--- src/rtl/rtc_lector_bus_if.sv ---
// rtc_lector_bus_if: multiplexed address/data bus of the RTC chip.
// The master (rtc_lector_bus) drives the strobes and the AD output;
// the slave (the RTC chip or its model) returns data on ad_in.
interface rtc_lector_bus_if;
    logic [7:0] ad_in;   // RTC -> master, sampled during read strobes
    logic [7:0] ad_out;  // master -> RTC, valid while ad_oe = 1
    logic       ad_oe;   // 1 = master drives the AD bus
    logic       cs_n;    // chip select, active low
    logic       rd_n;    // read strobe, active low
    logic       wr_n;    // write strobe, active low
    logic       a_d;     // 0 = address cycle, 1 = data cycle

    modport master (
        input  ad_in,
        output ad_out, ad_oe, cs_n, rd_n, wr_n, a_d
    );

    modport slave (
        output ad_in,
        input  ad_out, ad_oe, cs_n, rd_n, wr_n, a_d
    );
endinterface

--- src/rtl/rtc_lector_bus.sv ---
// rtc_lector_bus: bus master that sweeps the nine RTC time/date/chronometer
// registers, gathers them in shadow registers and publishes all nine bytes
// at once so the display never sees a half-updated time.
// Optional macro RTC_TRANSFERENCIA_EN: prefix every sweep with a write of
// command 0xF0 (latch RTC counters) before the first register read.
module rtc_lector_bus #(
    parameter int unsigned T_PULSO  = 4,        // strobe length, 1..15
    parameter int unsigned T_ESPERA = 2,        // idle gap after a strobe, 1..15
    parameter int unsigned PERIODO  = 1000000   // cycles between automatic sweeps
) (
    input  logic             reloj_nexys,
    input  logic             reset_total,       // synchronous, active low
    input  logic             leer_ya,
    input  logic             pausa,
    rtc_lector_bus_if.master bus,
    output logic [7:0]       seg_x,
    output logic [7:0]       min_x,
    output logic [7:0]       hora_x,
    output logic [7:0]       dia_x,
    output logic [7:0]       mes_x,
    output logic [7:0]       year_x,
    output logic [7:0]       seg_crono,
    output logic [7:0]       min_crono,
    output logic [7:0]       hora_crono,
    output logic             ocupado,
    output logic             datos_validos
);

`ifdef RTC_TRANSFERENCIA_EN
    localparam logic CMD_EN = 1'b1;
`else
    localparam logic CMD_EN = 1'b0;
`endif

    localparam logic [7:0]  DIR_TRANSFER = 8'hF0;
    localparam logic [3:0]  ULT_PULSO    = 4'(T_PULSO - 1);
    localparam logic [3:0]  ULT_ESPERA   = 4'(T_ESPERA - 1);
    localparam logic [23:0] ULT_PERIODO  = 24'(PERIODO - 1);
    localparam logic [3:0]  ULT_INDICE   = 4'd8;

    typedef enum logic [2:0] {
        IDLE,
        ADDR,
        ESP1,
        LEER,
        ESP2,
        PUBLICAR
    } estado_t;

    // All bus control lines travel together so every phase sets them in one go.
    typedef struct packed {
        logic       cs_n;
        logic       rd_n;
        logic       wr_n;
        logic       a_d;
        logic       ad_oe;
        logic [7:0] ad_out;
    } ctl_t;

    localparam ctl_t CTL_REPOSO = '{cs_n: 1'b1, rd_n: 1'b1, wr_n: 1'b1, a_d: 1'b1,
                                    ad_oe: 1'b0, ad_out: 8'h00};
    // Gap after the address strobe keeps a_d in address position.
    localparam ctl_t CTL_ESP1   = '{cs_n: 1'b1, rd_n: 1'b1, wr_n: 1'b1, a_d: 1'b0,
                                    ad_oe: 1'b0, ad_out: 8'h00};
    // Read strobe: bus released so the RTC can drive it.
    localparam ctl_t CTL_LEER   = '{cs_n: 1'b0, rd_n: 1'b0, wr_n: 1'b1, a_d: 1'b1,
                                    ad_oe: 1'b0, ad_out: 8'h00};

    function automatic ctl_t ctl_dir(input logic [7:0] dir);
        ctl_dir = '{cs_n: 1'b0, rd_n: 1'b1, wr_n: 1'b0, a_d: 1'b0,
                    ad_oe: 1'b1, ad_out: dir};
    endfunction

    // Register address for sweep index 0..8.
    function automatic logic [7:0] dir_reg(input logic [3:0] idx);
        case (idx)
            4'd0:    dir_reg = 8'h21;
            4'd1:    dir_reg = 8'h22;
            4'd2:    dir_reg = 8'h23;
            4'd3:    dir_reg = 8'h24;
            4'd4:    dir_reg = 8'h25;
            4'd5:    dir_reg = 8'h26;
            4'd6:    dir_reg = 8'h41;
            4'd7:    dir_reg = 8'h42;
            4'd8:    dir_reg = 8'h43;
            default: dir_reg = 8'h21;
        endcase
    endfunction

    estado_t     estado_q;
    ctl_t        ctl_q;
    logic [3:0]  cnt_q;
    logic [3:0]  idx_q;
    logic        cmd_q;
    logic        pend_q;
    logic [23:0] per_q;
    logic        ocupado_q;
    logic        dv_q;
    logic [7:0]  shadow_q [0:8];
    logic [7:0]  pub_q    [0:8];

    logic [23:0] per_d;
    logic [3:0]  cnt_d;
    logic [3:0]  idx_d;
    logic        wrap;

    assign wrap  = (per_q == ULT_PERIODO);
    assign per_d = wrap ? 24'd0 : per_q + 24'd1;
    assign cnt_d = cnt_q + 4'd1;
    assign idx_d = idx_q + 4'd1;

    // Sweep sequencer: period counter, request flag, phase timing, shadow capture and publish.
    always_ff @(posedge reloj_nexys) begin
        if (!reset_total) begin
            estado_q  <= IDLE;
            ctl_q     <= CTL_REPOSO;
            cnt_q     <= 4'd0;
            idx_q     <= 4'd0;
            cmd_q     <= 1'b0;
            pend_q    <= 1'b0;
            per_q     <= 24'd0;
            ocupado_q <= 1'b0;
            dv_q      <= 1'b0;
            for (int i = 0; i < 9; i++) begin
                shadow_q[i] <= 8'h00;
                pub_q[i]    <= 8'h00;
            end
        end else begin
            per_q  <= per_d;
            // Requests collapse into one flag; a sweep start clears it below.
            pend_q <= pend_q | leer_ya | wrap;
            dv_q   <= 1'b0;
            case (estado_q)
                IDLE: begin
                    if (pend_q && !pausa) begin
                        pend_q    <= leer_ya | wrap;
                        estado_q  <= ADDR;
                        cnt_q     <= 4'd0;
                        idx_q     <= 4'd0;
                        cmd_q     <= CMD_EN;
                        ocupado_q <= 1'b1;
                        ctl_q     <= ctl_dir(CMD_EN ? DIR_TRANSFER : dir_reg(4'd0));
                    end
                end
                ADDR: begin
                    if (cnt_q == ULT_PULSO) begin
                        cnt_q    <= 4'd0;
                        estado_q <= ESP1;
                        ctl_q    <= CTL_ESP1;
                    end else begin
                        cnt_q <= cnt_d;
                    end
                end
                ESP1: begin
                    if (cnt_q == ULT_ESPERA) begin
                        cnt_q <= 4'd0;
                        if (cmd_q) begin
                            // Latch command has no data phase; go address the first register.
                            cmd_q    <= 1'b0;
                            estado_q <= ADDR;
                            ctl_q    <= ctl_dir(dir_reg(idx_q));
                        end else begin
                            estado_q <= LEER;
                            ctl_q    <= CTL_LEER;
                        end
                    end else begin
                        cnt_q <= cnt_d;
                    end
                end
                LEER: begin
                    if (cnt_q == ULT_PULSO) begin
                        cnt_q            <= 4'd0;
                        shadow_q[idx_q]  <= bus.ad_in;
                        estado_q         <= ESP2;
                        ctl_q            <= CTL_REPOSO;
                    end else begin
                        cnt_q <= cnt_d;
                    end
                end
                ESP2: begin
                    if (cnt_q == ULT_ESPERA) begin
                        cnt_q <= 4'd0;
                        if (idx_q == ULT_INDICE) begin
                            estado_q <= PUBLICAR;
                            dv_q     <= 1'b1;
                            for (int i = 0; i < 9; i++) begin
                                pub_q[i] <= shadow_q[i];
                            end
                        end else begin
                            idx_q    <= idx_d;
                            estado_q <= ADDR;
                            ctl_q    <= ctl_dir(dir_reg(idx_d));
                        end
                    end else begin
                        cnt_q <= cnt_d;
                    end
                end
                PUBLICAR: begin
                    estado_q  <= IDLE;
                    ocupado_q <= 1'b0;
                end
                default: begin
                    estado_q  <= IDLE;
                    ctl_q     <= CTL_REPOSO;
                    ocupado_q <= 1'b0;
                end
            endcase
        end
    end

    assign bus.cs_n   = ctl_q.cs_n;
    assign bus.rd_n   = ctl_q.rd_n;
    assign bus.wr_n   = ctl_q.wr_n;
    assign bus.a_d    = ctl_q.a_d;
    assign bus.ad_oe  = ctl_q.ad_oe;
    assign bus.ad_out = ctl_q.ad_out;

    assign seg_x      = pub_q[0];
    assign min_x      = pub_q[1];
    assign hora_x     = pub_q[2];
    assign dia_x      = pub_q[3];
    assign mes_x      = pub_q[4];
    assign year_x     = pub_q[5];
    assign seg_crono  = pub_q[6];
    assign min_crono  = pub_q[7];
    assign hora_crono = pub_q[8];

    assign ocupado       = ocupado_q;
    assign datos_validos = dv_q;

endmodule

--- src/flat_wrapper.sv ---
// flat-port wrapper written by rule: the top's interface ports become plain ports
module rtc_lector_bus_flat 
#(
    parameter int unsigned T_PULSO  = 4,                               
    parameter int unsigned T_ESPERA = 2,                                         
    parameter int unsigned PERIODO  = 1000000                                     
)
  (reloj_nexys, reset_total, leer_ya, pausa, seg_x, min_x, hora_x, dia_x, mes_x, year_x, seg_crono, min_crono, hora_crono, ocupado, datos_validos, bus_ad_in, bus_ad_out, bus_ad_oe, bus_cs_n, bus_rd_n, bus_wr_n, bus_a_d);
  rtc_lector_bus_if bus_i ();
  input  logic reloj_nexys;
  input  logic reset_total;
  input  logic leer_ya;
  input  logic pausa;
  output logic [7:0] seg_x;
  output logic [7:0] min_x;
  output logic [7:0] hora_x;
  output logic [7:0] dia_x;
  output logic [7:0] mes_x;
  output logic [7:0] year_x;
  output logic [7:0] seg_crono;
  output logic [7:0] min_crono;
  output logic [7:0] hora_crono;
  output logic ocupado;
  output logic datos_validos;
  input wire logic [$bits(bus_i.ad_in)-1:0] bus_ad_in;
  output wire logic [$bits(bus_i.ad_out)-1:0] bus_ad_out;
  output wire logic [$bits(bus_i.ad_oe)-1:0] bus_ad_oe;
  output wire logic [$bits(bus_i.cs_n)-1:0] bus_cs_n;
  output wire logic [$bits(bus_i.rd_n)-1:0] bus_rd_n;
  output wire logic [$bits(bus_i.wr_n)-1:0] bus_wr_n;
  output wire logic [$bits(bus_i.a_d)-1:0] bus_a_d;
  assign bus_i.ad_in = bus_ad_in;
  assign bus_ad_out = bus_i.ad_out;
  assign bus_ad_oe = bus_i.ad_oe;
  assign bus_cs_n = bus_i.cs_n;
  assign bus_rd_n = bus_i.rd_n;
  assign bus_wr_n = bus_i.wr_n;
  assign bus_a_d = bus_i.a_d;
  rtc_lector_bus #(.T_PULSO(T_PULSO), .T_ESPERA(T_ESPERA), .PERIODO(PERIODO)) u_core (.reloj_nexys(reloj_nexys), .reset_total(reset_total), .leer_ya(leer_ya), .pausa(pausa), .bus(bus_i), .seg_x(seg_x), .min_x(min_x), .hora_x(hora_x), .dia_x(dia_x), .mes_x(mes_x), .year_x(year_x), .seg_crono(seg_crono), .min_crono(min_crono), .hora_crono(hora_crono), .ocupado(ocupado), .datos_validos(datos_validos));
endmodule
--- config.mk ---
export PLATFORM = sky130hd
export DESIGN_NAME = rtc_lector_bus_flat
export DESIGN_NICKNAME = d
export VERILOG_FILES = /design/src/rtl/rtc_lector_bus_if.sv /design/src/rtl/rtc_lector_bus.sv /design/src/flat_wrapper.sv
export SDC_FILE = /design/constraint.sdc
export NUM_CORES = 1
export LEC_CHECK = 0
export BUFFER_PORTS_ARGS = -buffer_cell sky130_fd_sc_hd__buf_4
export CORE_MARGIN = 10
export CORE_UTILIZATION = 40
export DETAILED_ROUTE_END_ITERATION = 10
export GPL_TIMING_DRIVEN = 0
export PLACE_DENSITY_LB_ADDON = 0.3
export SLEW_MARGIN = 20
export SYNTH_ARGS = -nofsm -noshare
export SYNTH_HDL_FRONTEND = slang
export SYNTH_SLANG_ARGS = --single-unit
--- constraint.sdc ---
create_clock -name reloj_nexys -period 12.65 [get_ports reloj_nexys]
set_input_delay 1.8975 -clock reloj_nexys [delete_from_list [all_inputs] [get_ports reloj_nexys]]
set_output_delay 1.8975 -clock reloj_nexys [all_outputs]
set_load 0.03 [all_outputs]
Word-level counts from Yosys, hierarchy flattened
Memories as Yosys holds them, arrays and structs flattened. A register that Yosys moved wholly into a read port is not among the register bits.
Cells that the tools add are included.
{"block": "totals", "reg_bits": 52, "ram_bits": 144, "rom_bits": 160, "input_bits": 12, "output_inout_bits": 87, "word_cells": 122, "n_memories": 4}
{"block": "classes", "add_sub_neg": 3, "n_eq_ne": 15, "mux": 54, "bitwise_logic": 15, "n_reduce_logical": 17}
{"memory": "(name not given)", "depth": 16, "width": 5, "read_ports": 1, "rd_ports_with_merged_regs": 1, "wr": 0, "line": "rtc_lector_bus.sv:76", "source": "case (idx)"}
{"memory": "(name not given)", "depth": 16, "width": 5, "read_ports": 1, "rd_ports_with_merged_regs": 0, "wr": 0, "line": "rtc_lector_bus.sv:76"}
{"memory": "u_core.pub_q", "depth": 9, "width": 8, "read_ports": 9, "rd_ports_with_merged_regs": 0, "wr": 9, "line": "rtc_lector_bus.sv:100", "source": "logic [7:0] pub_q [0:8];"}
{"memory": "u_core.shadow_q", "depth": 9, "width": 8, "read_ports": 9, "rd_ports_with_merged_regs": 0, "wr": 9, "line": "rtc_lector_bus.sv:99", "source": "logic [7:0] shadow_q [0:8];"}
{"cell": "8-bit 2-to-1 mux", "count": 10}
{"cell": "13-bit 2-to-1 mux", "count": 6}
{"cell": "13-bit one-hot mux with 6 select lines", "count": 1}
{"cell": "4-bit 2-to-1 mux", "count": 8}
{"cell": "24-bit by 1-bit adder with 24-bit output, second input constant", "count": 1}
{"cell": "24-bit by 20-bit equality test with 1-bit output, second input constant", "count": 1}
{"cell": "3-bit 2-to-1 mux", "count": 6}
{"cell": "1-bit 2-to-1 mux", "count": 16}
{"cell": "3-bit one-hot mux with 5 select lines", "count": 1}
{"cell": "12-bit 2-to-1 mux", "count": 1}
{"cell": "1-bit OR", "count": 12}
{"cell": "4-bit one-hot mux with 3 select lines", "count": 1}
{"cell": "2-bit by 1-bit inequality test with 1-bit output, second input constant", "count": 5}
{"cell": "4-bit by 1-bit adder with 4-bit output, second input constant", "count": 2}
{"cell": "4-bit one-hot mux with 2 select lines", "count": 1}
{"cell": "8-bit OR reduction", "count": 1}
{"cell": "7-bit AND reduction", "count": 1}
{"cell": "3-bit by 2-bit equality test with 1-bit output, second input constant", "count": 2}
{"cell": "3-bit equality test, second input constant", "count": 2}
{"cell": "2-bit OR reduction", "count": 3}
{"cell": "5-bit AND reduction", "count": 1}
{"cell": "4-bit by 1-bit equality test with 1-bit output, second input constant", "count": 1}
{"cell": "4-bit by 2-bit equality test with 1-bit output, second input constant", "count": 1}
{"cell": "4-bit equality test, second input constant", "count": 1}
{"cell": "14 further kinds", "count": 19}

Depth between registers and ports, before layout
Gate-level depths: netlist (run 1).
{"block": "logic_depth", "ltp_word": 7, "depth_mapped": 8, "mapped_depth_nobuf": 6}

Worst setup path before layout (run 1)
OpenSTA, ideal clock, no wires.
{"block": "synth_timing", "path_type": "register to register", "startpoint": "register u_core.idx_q[0]", "endpoint": "memory u_core.pub_q[0][0], enable pin", "setup_ns": 0.602, "arrival_time_ns": 6.108, "required_ns": 12.048, "slack_ns": 5.940, "path_stages_with_launch": 7, "path_buffers": 1, "period_less_slack_ns": 6.710, "path_cell_list": "dfxtp_1 > inv_1 > ha_1 > and3b_1 > clkbuf_1 > nand2_1 > o21ai_0"}
{"item": "start, declared", "line": "rtc_lector_bus.sv:93", "source": "logic [3:0] idx_q;"}
{"item": "start signal, assigned", "line": "rtc_lector_bus.sv:190", "source": "idx_q <= idx_d;"}
{"item": "end, declared", "line": "rtc_lector_bus.sv:100"}

==> run_results.csv, run 1 <==
group,metric,value,unit
outcome,status,"finished, final reports clean",
grt,grt_max_degree,28,
worst_setup_path,cp-end-kind,"register",
placed_design,place.gp.congestion,0.8756,
drt,drtIter0Drc,327,
die,initial_core_util,0.4096,
logic_synthesis,synth_flop_cell,"edfxtp_1",
logic_synthesis,synth_area,8024,µm²
die,die_x,161.6,µm
drt,dr.pass1.iters,5,
cts,hold_buffers,0,
drt,wirelength,17.17,mm
layout,ff_latch_area,5285,µm²
grt,grt_first_pass_wirelength,27.72,mm
logic_synthesis,synthTopCellsByCount,"and2_1 (146), edfxtp_1 (144), dfxtp_1 (48)",
worst_setup_path,start_kind,"input pin",
cts,cts-buffers-inserted,17,
logic_synthesis,synth_edf_count,144,
worst_setup_path,r2r_start,"u_core.idx_q[0]",
drt,vias_per_cell,4.968,
logic_synthesis,async_flop_share,0,
hold_path,worstHoldStart,"u_core.bus.ad_out[1]",
sta,hold_viol,0,
logic_synthesis,yosys.area.top_type_share,0.5389,
power,leakage,0.003624,µW
cts,post_cts_buffers,0,
sta,whs,0.4685,ns
die,placeableCoreArea,19590,µm²
power,finalPower,1451,µW
placed_design,place_inst,992,
logic_synthesis,synth_compound_area_frac,0.05426,
die,fp.dieH,161.6,µm
flow_run,cap_violations,0,
placed_design,io_buffer_count,95,
sta,fin_crit_sh,0.2650,
grt,grt_util_all_layers,0.1321,
cts,cts_resized,0,
layout,drive_gt1_frac,0.2016,
logic_synthesis,synth_mux_area_frac,0.01247,
drt,post_drt_wl_per_cell,16.76,µm
worst_setup_path,arrival,3.41,ns
worst_setup_path,crit_path_start,"reset_total",
sta,max_slew_margin,0.2660,
cts,cts_num_sinks,192,
worst_setup_path,critPathKind,"input pin to register",
die,ios,99,
logic_synthesis,ys_ff_latch,192,
layout,final_area,9766,µm²
sta,finalMaxSlewViolations,0,
drt,via_count,5087,
power,p_per_area,148.5,nW/µm²
grt,grt_overflow_total,0,
grt,grt_pass1_vias,5140,
layout,antennaDiodeCount,0,
logic_synthesis,synth_largest_area_cell,"edfxtp_1",
layout,multi_input_area,2595,µm²
logic_synthesis,yosysMostFrequentCell,"and2_1",
logic_synthesis,synth_top_family_by_area,"simple AND/OR/NAND/NOR gates",
die,fp.dieArea,26120,µm²
logic_synthesis,synthAdderAreaFrac,0.01559,
cts,cts_tree,"done",
layout,area_delta_synth_final,21.71,%
sta,fin_worst_skew,0.009638,ns
cts,clock_latency,0.44,ns
logic_synthesis,synthesis.yosys.warnings,0,
grt,antenna_found_initial,0,
placed_design,place_hpwl,12.57,mm
die,row_count,51,
logic_synthesis,synth_simple_gate_area_frac,0.2186,
logic_synthesis,synth_cells,627,
cts,clk_path_buf_depth,2,
sta,rsz0062_at_grt,"false",
cts,root_buffer,"clkbuf_16",
logic_synthesis,ys_top_cells_by_area,"edfxtp_1 (54%), dfxtp_1 (12%), and2_1 (11%), nor2_1 (1.8%), ha_1 (1.6%)",
power,ir_worst_vdd,92.70,µV
worst_setup_path,path_max_fanout,10,
layout,num-fill-cells,1701,
sta,worstMarginPinSlew,1.089,ns
cts,ctsHtreeMaxLevel,4,
layout,fin_cells,1024,
worst_setup_path,crit_required,12.71,ns
logic_synthesis,yosysUniqueCellTypes,59,
sta,fmax,0.2983,GHz
logic_synthesis,avgSynthCellArea,12.80,µm²
hold_path,hold_class,"register to register",
layout,fin_nets,768,
drt,ant_nets,0,
cts,clk_pin_slew,0.08,ns
logic_synthesis,synth-xor-area-share,0.01965,
sta,setup_tns,0,ns
placed_design,post_dp_cell_area,9158,µm²
drt,drc_errors,0,
sta,fin_crit,3.352,ns
logic_synthesis,yosysSeqAreaShare,0.6587,
sta,setup_viol,0,
cell type report:
class,count,area share
Sequential cell,192,0.5412
Multi-Input combinational cell,400,0.2657
Timing Repair Buffer,98,0.08020
Clock buffer,17,0.04356
Tap cell,265,0.03395
Clock inverter,15,0.01871
Buffer,27,0.01281
Inverter,10,0.003844
where the power goes:
| part | switching (µW) | internal [µW] |
|---|---|---|
| Clock | 269 | 270 |
| Sequential | 18.7 | 709 |
| Combinational | 118 | 66.5 |
kinds of logic after synthesis:
logic type | count (synthesis)
other | 1
AND/OR/NAND/NOR | 292
multiplexers | 10
flip-flops | 192
buffers and inverters | 37
XOR/XNOR | 18
AO/OA/AOI/OAI | 67
adder cells (fa/ha/maj) | 10
stage by stage:
| stage | util | setup WS, ns |
|---|---|---|
| 3_5_place_dp | 0.4675 | 8.722 |
| 5_1_grt | 0.4985 | 9.206 |
| 2_1_floorplan | - | 5.940 |
| 6_report | 0.4985 | 9.298 |
| 3_3_place_gp | 0.4633 | 4.059 |
| 4_1_cts | 0.4985 | 9.192 |
state kept, by name (all words and copies together) (netlist names):
| name | count |
|---|---|
| u_core.datos_validos | 1 |
| u_core.shadow_q | 72 |
| u_core.cnt_q | 4 |
| u_core.idx_q | 4 |
| u_core.bus.a_d | 1 |
| u_core.per_q | 24 |
| u_core.bus.ad_out | 5 |
| u_core.estado_q | 3 |
| u_core.bus.rd_n | 1 |
| u_core.pend_q | 1 |
| u_core.bus.cs_n | 1 |
| u_core.pub_q | 72 |
| u_core.bus.wr_n | 1 |
| u_core.ocupado | 1 |
| u_core.bus.ad_oe | 1 |
layout by cell type (no fill, tap or decap), types with 4 or more instances in the layout:
master	instances
and4_1	4
a21oi_1	15
edfxtp_1	144
xnor2_1	9
inv_1	10
xor2_1	9
clkbuf_1	19
buf_4	101
or4_1	6
or3_1	5
ha_1	10
and3_1	6
nor2b_1	6
clkbuf_16	17
nand4_1	10
nand3_1	17
o211ai_1	6
and2_1	146
mux2i_1	10
o21ai_0	15
nand2_1	18
clkinv_8	5
nor2_1	38
o21ai_1	5
dfxtp_1	48
nor3_1	9
inv_8	4
per-layer routing:
metal / global-route usage / part of all wire
met1: 0.1589 / 0.44
met2: 0.2207 / 0.49
met3: 0.04347 / 0.058
met4: 0.03929 / 0.011
met5: 0 / 0
critical path, cell delays in order:
cell and delay (ns):
buf_4 0.09, clkbuf_1 0.36, nand2_1 0.18, o21ai_0 0.88
final timing paths:
path / slack (ns) / cells past startpoint / to
setup reg to reg: 9.93 / 8 / u_core.pub_q[1][3]
hold / removal: 0.47 / 2 / u_core.bus.ad_out[1]
hold reg to reg: 0.47 / 2 / u_core.bus.ad_out[1]
setup / recovery: 9.30 / 4 / u_core.shadow_q[5][2]
No activity file was read; power rests on OpenSTA's default activity.
==> run 2: changes to the inputs <==
--- a/config.mk
+++ b/config.mk
@@ -5,6 +5,7 @@
 export SDC_FILE = /design/constraint.sdc
 export NUM_CORES = 1
 export LEC_CHECK = 0
+export ABC_AREA = 1
 export BUFFER_PORTS_ARGS = -buffer_cell sky130_fd_sc_hd__buf_4
 export CORE_MARGIN = 10
 export CORE_UTILIZATION = 40
==> constraint.sdc (replaced) <==
create_clock -name reloj_nexys -period 2.9 [get_ports reloj_nexys]
set_input_delay 0.435 -clock reloj_nexys [delete_from_list [all_inputs] [get_ports reloj_nexys]]
set_output_delay 0.435 -clock reloj_nexys [all_outputs]
set_load 0.03 [all_outputs]
==> run 2 against run 1 <==
Effect of this change:
- non-clock buffer count fell by 11
- highest routed layer unchanged
- via count up 5.9%
- setup slack worse by 8.6 ns
- cell count is 16% higher
- die area up 0.50%
- largest power group unchanged
- critical path depth increased by 3
- synthesized cell count rose by 26%
- clock skew is 0.0039 ns lower
- combinational power grew to 4.3 times the previous value
- design area decreased by 0.42%
- power grew to 4.3 times the previous value
==> run_results.csv, run 2 <==
group,metric,value,unit
logic_synthesis,synth_edf_count,144,
power,clkPwrFrac,0.369,
cts,cts-buffers-inserted,17,
power,power_switching_share,0.2643,
worst_setup_path,rr_worst_depth,7,
die,placeableCoreArea,19650,µm²
sta,setup_viol,0,
logic_synthesis,synthTopCellsByCount,"nor2_1 (202), edfxtp_1 (144), inv_1 (114)",
logic_synthesis,synth_flop_cell,"edfxtp_1",
drt,post_drt_wl_per_cell,14.07,µm
die,initial_core_util,0.4106,
outcome,status,"finished, final reports clean",
grt,grt_max_degree,59,
worst_setup_path,cp_slowest_stage_delay,0.39,ns
logic_synthesis,avgSynthCellArea,10.23,µm²
placed_design,io_buffer_count,95,
sta,fmax,0.4487,GHz
power,leakage,0.003962,µW
layout,largest_registers,"u_core.pub_q x72, u_core.shadow_q x72, u_core.per_q x24",
sta,rsz0062_at_grt,"false",
placed_design,place_hpwl,11.66,mm
logic_synthesis,yosysSeqAreaShare,0.6550,
grt,grt_first_pass_wirelength,26.15,mm
logic_synthesis,async_flop_share,0,
logic_synthesis,yosysUniqueCellTypes,32,
layout,final_common_cell,"nor2_1",
cts,cts_tree,"done",
die,fp.dieArea,26250,µm²
grt,grt_util_all_layers,0.1256,
cts,post_cts_buffers,0,
layout,antennaDiodeCount,0,
sta,fin_crit_sh,0.7686,
worst_setup_path,crit_required,3.01,ns
drt,dr.pass1.iters,6,
hold_path,hold_class,"input pin to register",
sta,finalMaxSlewViolations,0,
cts,cts_num_sinks,192,
grt,grt_pass1_vias,5051,
sta,fin_worst_skew,0.005708,ns
layout,fin_cells,1183,
worst_setup_path,cp_top_family,"buffers and inverters",
hold_path,worstHoldStart,"leer_ya",
layout,post-route-util,0.4948,
drt,drtIter0Drc,441,
die,row_count,51,
logic_synthesis,yosysMostFrequentCell,"nor2_1",
die,die_x,162.0,µm
power,power_switching,1648,µW
flow_run,cap_violations,0,
grt,grt_overflow_total,0,
cts,root_buffer,"clkbuf_16",
hold_path,min_to,"u_core.pend_q",
cts,clk_path_buf_depth,2,
hold_path,hold_depth,3,
layout,drive_gt1_frac,0.1808,
worst_setup_path,cp_num_buf_inv,3,
power,ir_worst_vdd,434.1,µV
grt,antenna_found_initial,0,
placed_design,place_inst,1152,
drt,vias_per_cell,4.555,
layout,final_cell_mix,"nor2_1 (202), edfxtp_1 (144), inv_1 (114)",
sta,whs,0.2772,ns
power,finalPower,6236,µW
logic_synthesis,synth_largest_area_cell,"edfxtp_1",
cts,cts_resized,0,
worst_setup_path,cp-end-kind,"register",
worst_setup_path,start_kind,"register",
worst_setup_path,critPathSlowestCell,"dfxtp_1",
logic_synthesis,ys_top_cells_by_area,"edfxtp_1 (54%), dfxtp_1 (12%), nor2_1 (9.4%), inv_1 (5.3%), nand2_1 (5.1%)",
logic_synthesis,ys_ff_latch,192,
power,p_seq_frac,0.504,
cts,hold_buffers,0,
worst_setup_path,ff2ff_setup_slack,0.67,ns
logic_synthesis,synth_area,8069,µm²
cts,clk_pin_slew,0.07,ns
sta,fin_crit,2.229,ns
worst_setup_path,reg2reg_to,"u_core.pub_q[0][2]",
logic_synthesis,yosys.area.top_type_share,0.5359,
drt,drc_errors,0,
power,power_frac_comb,0.127,
cts,clock_latency,0.43,ns
drt,ant_nets,0,
placed_design,place.gp.congestion,0.8919,
die,fp.dieH,162.0,µm
power,p_per_area,641.2,nW/µm²
worst_setup_path,r2r_start,"u_core.idx_q[0]",
worst_setup_path,arrival,2.34,ns
logic_synthesis,synthesis.yosys.warnings,0,
layout,area_delta_synth_final,20.51,%
power,internal_power,4588,µW
sta,hold_viol,0,
sta,worstMarginPinSlew,0.6978,ns
drt,wirelength,16.64,mm
die,ios,99,
drt,via_count,5388,
worst_setup_path,critPathKind,"register to register",
sta,setup_tns,0,ns
worst_setup_path,cp_cell_sequence,"inv_1 > ha_1 > nand3_1 > inv_2 > nand3_2 > nand2_4 > buf_16",
logic_synthesis,synth_cells,789,
sta,max_slew_margin,0.5331,
worst_setup_path,path_max_fanout,58,
cts,ctsHtreeMaxLevel,4,
layout,fin_nets,928,
-- run 2: cell types whose count changed after synthesis, sizes merged, moves of 10 or more --
cell / previous run / this run
mux2i: 10 / 0
nor2: 38 / 206
nand3: 17 / 42
nand2: 18 / 114
and2: 146 / 0
clkbuf: 19 / 4
inv: 10 / 119
a21oi: 16 / 27
-- run 2: cell families (layout without fill, tap and decap cells) --
family / count (synthesis) / in the layout / share of synthesized area
and+or+nand+nor: 386 / 386 / 0.2098
DFF: 192 / 192 / 0.6550
xor gates and xnor gates: 8 / 8 / 0.008684
other: 1 / 3 / 0.0004647
AOI/OAI and AO/OA: 47 / 47 / 0.03055
adders and majority gates: 10 / 10 / 0.01551
buffers and inverters: 145 / 272 / 0.08001
-- run 2: power by group through the flow --
stage,clock network (µW),registers (µW),logic [µW]
after floorplan,0,3310,434
after CTS,2330,3140,804
after detailed placement,0,3200,801
final,2300,3140,794
after global placement,0,3200,786
after global routing,2430,3160,882
-- run 2: per-stage QoR --
stage	instance area (µm²)	worst slack (ns)
3_5_place_dp	9156	0.6838
5_1_grt	9724	0.5281
2_1_floorplan	8079	0.5216
6_report	9724	0.6712
3_3_place_gp	9124	-0.06484
4_1_cts	9724	0.6685
-- run 2: cell type report --
type                            instances  area, µm²
Inverter                              127      481.7
Buffer                                 18      163.9
Timing Repair Buffer                   96      740.7
Sequential cell                       192       5285
Clock buffer                           20      436.7
Multi-Input combinational cell        454       2153
Tap cell                              265      331.6
Clock inverter                         11      131.4
Fill cell                            1847       9930
-- run 2: how the worst max path moves through the flow --
stage,start,to,slack (ns),depth (start not counted)
after global routing,u_core.idx_q[0],u_core.pub_q[1][5],0.53,7
after floorplan,u_core.idx_q[0],u_core.pub_q[0][0],0.52,6
after CTS,u_core.idx_q[0],u_core.pub_q[2][1],0.67,7
final,u_core.idx_q[0],u_core.pub_q[0][2],0.67,7
after global placement,u_core.idx_q[0],u_core.pub_q[2][6],-0.06,6
after detailed placement,u_core.idx_q[0],u_core.pub_q[2][5],0.68,7
-- run 2: worst register-to-register path, delay by kind of cell, from the launching register on --
kind | cells | cell delay, ns
AND/OR/NAND/NOR | 3 | 0.57
flip-flops | 1 | 0.39
adder cells (fa/ha/maj) | 1 | 0.31
buffers and inverters | 3 | 0.61
-- run 2: per-layer routing --
metal | vias to the layer above | GRT usage | wire length (µm)
li1 | 2761 | - | -
met1 | 2479 | 0.1521 | 7392
met2 | 126 | 0.2070 | 7970
met3 | 22 | 0.03488 | 972
met4 | 0 | 0.05128 | 307
met5 | - | 0 | 0
==> run 3: changes to the inputs <==
==> constraint.sdc (replaced) <==
create_clock -name reloj_nexys -period 2.08 [get_ports reloj_nexys]
set_input_delay 0.312 -clock reloj_nexys [delete_from_list [all_inputs] [get_ports reloj_nexys]]
set_output_delay 0.312 -clock reloj_nexys [all_outputs]
set_load 0.03 [all_outputs]
==> run 3 against run 2 <==
Effect of this change:
- die area did not move
- cell count up 0.25%
- first-iteration DRC count fell by 7.5%
- setup slack worse by 0.55 ns
- sequential cell count did not move
- utilization up 0.60 points
- critical path type unchanged
- critical endpoint is now u_core.shadow_q[2][0]
- largest cell class unchanged
- largest power group unchanged
- highest routed layer unchanged
==> run_results.csv, run 3 (synthesis gave the netlist of run 2 again) <==
group,metric,value,unit
grt,antenna_found_initial,0,
die,initial_core_util,0.4106,
worst_setup_path,critPathSlowestCell,"dfxtp_1",
cts,root_buffer,"clkbuf_16",
placed_design,place_hpwl,11.71,mm
worst_setup_path,path_max_fanout,9,
sta,rsz0062_at_grt,"false",
sta,fin_worst_skew,0.008937,ns
power,power_switching,2448,µW
flow_run,cap_violations,0,
die,row_count,51,
worst_setup_path,rr_worst_depth,6,
die,fp.dieH,162.0,µm
worst_setup_path,critPathKind,"register to register",
layout,antennaDiodeCount,0,
cts,cts_tree,"done",
grt,grt_util_all_layers,0.1301,
worst_setup_path,start_kind,"register",
drt,post_drt_wl_per_cell,14.25,µm
die,fp.dieArea,26250,µm²
placed_design,pre_cts_slack,-0.3686,ns
die,ios,99,
cts,hold_buffers,0,
drt,via_count,5467,
sta,setup_ws,0.1234,ns
layout,largest_registers,"u_core.pub_q x72, u_core.shadow_q x72, u_core.per_q x24",
layout,drive_gt1_frac,0.2009,
power,p_seq_frac,0.492,
die,placeableCoreArea,19650,µm²
drt,dr.pass1.iters,6,
sta,worstMarginPinSlew,0.7029,ns
drt,ant_nets,0,
placed_design,post_dp_cell_area,9129,µm²
sta,fin_crit_sh,0.9407,
outcome,status,"finished, final reports clean",
worst_setup_path,reg2reg_to,"u_core.shadow_q[2][0]",
cts,clk_path_buf_depth,2,
sta,fmax,0.5111,GHz
cts,cts_num_sinks,192,
hold_path,min_to,"u_core.pend_q",
worst_setup_path,cp_cell_sequence,"ha_1 > nand2_1 > nor3_2 > buf_6 > nand3_4 > nand2_2",
layout,final_cell_mix,"nor2_1 (201), edfxtp_1 (144), inv_1 (114)",
drt,wirelength,16.90,mm
grt,grt_pass1_vias,5334,
placed_design,io_buffer_count,95,
worst_setup_path,r2r_start,"u_core.cnt_q[1]",
worst_setup_path,cp_slowest_stage_delay,0.40,ns
layout,fin_nets,930,
worst_setup_path,crit_required,2.20,ns
worst_setup_path,arrival,2.08,ns
hold_path,hold_depth,3,
worst_setup_path,ff2ff_setup_slack,0.12,ns
power,power_switching_share,0.2751,
hold_path,worstHoldStart,"leer_ya",
power,power_frac_comb,0.127,
power,internal_power,6451,µW
power,clkPwrFrac,0.382,
cts,ctsHtreeMaxLevel,4,
power,ir_worst_vdd,599.2,µV
die,die_x,162.0,µm
hold_path,hold_class,"input pin to register",
grt,grt_max_degree,37,
sta,fin_crit,1.957,ns
layout,area_delta_synth_final,21.99,%
layout,final_common_cell,"nor2_1",
grt,grt_overflow_total,0,
cts,clock_latency,0.43,ns
cts,clk_pin_slew,0.07,ns
sta,finalMaxSlewViolations,0,
drt,drtIter0Drc,408,
cts,cts-buffers-inserted,17,
sta,whs,0.1417,ns
drt,drc_errors,0,
sta,hold_viol,0,
worst_setup_path,cp-end-kind,"register",
sta,max_slew_margin,0.5297,
drt,vias_per_cell,4.610,
placed_design,place.gp.congestion,0.8898,
sta,setup_viol,0,
grt,grt_first_pass_wirelength,27.28,mm
layout,final_area,9843,µm²
power,p_per_area,904.0,nW/µm²
power,leakage,0.003997,µW
run 3: worst max-delay path by stage:
| stage | start | end | slack (ns) |
|---|---|---|---|
| detailed placement | u_core.idx_q[0] | u_core.pub_q[2][6] | -0.37 |
| finish | u_core.cnt_q[1] | u_core.shadow_q[2][0] | 0.12 |
| floorplan | u_core.idx_q[0] | u_core.pub_q[0][0] | 0.06 |
| global placement | u_core.idx_q[0] | u_core.pub_q[2][6] | -0.36 |
| global route | u_core.idx_q[0] | u_core.pub_q[3][4] | 0.02 |
| CTS | u_core.idx_q[0] | u_core.pub_q[3][5] | -0.02 |
run 3: power by group through the flow:
stage | sequential [µW] | clock (µW) | combinational [µW]
final | 4380 | 3400 | 1130
after global routing | 4400 | 3610 | 1260
after CTS | 4380 | 3460 | 1140
after detailed placement | 4460 | 0 | 1120
after global placement | 4460 | 0 | 1110
after floorplan | 4620 | 0 | 606
run 3: timing repair:
item                                    4_1_cts  5_1_grt
pin swaps                                     2        0
endpoints found under the hold margin         0        0
gates cloned                                  2        0
setup buffers                                 0        1
endpoints found under the setup margin       80      175
resized for setup                             6        9
run 3: layout make-up:
cell class	count	area, µm²
fill	1775	9811
inverter	127	481.7
clock inverter	15	196.4
clock buffer	17	425.4
multi-input combinational	456	2237
buffer	18	165.2
timing repair buffer	96	720.7
sequential	192	5285
tap	265	331.6
run 3: metal layers:
metal  up-vias  wire length, µm  track usage  share of wire
met3        19              874      0.04019          0.052
met1      2537             7598       0.1603           0.45
li1       2783                -            -              -
met2       128             8220       0.2136           0.49
met4         0              208      0.04136          0.012
met5         -                0            0              0
run 3: metrics by stage:
step	setup TNS, ns	utilization	instances	total power, µW
floorplan	0	-	791	5226
global placement	-25.61	0.4645	1151	5567
detailed placement	-26.14	0.4645	1151	5583
CTS	-0.01709	0.4992	1185	8973
global route	0	0.5008	1186	9269
finish	0	0.5008	1186	8898
run 3: worst max-delay path, delay by kind of cell (launching register included):
family / cells / cell delay [ns]
and+or+nand+nor: 4 / 0.79
buffers and inverters: 1 / 0.24
DFF: 1 / 0.40
adders and majority gates: 1 / 0.21
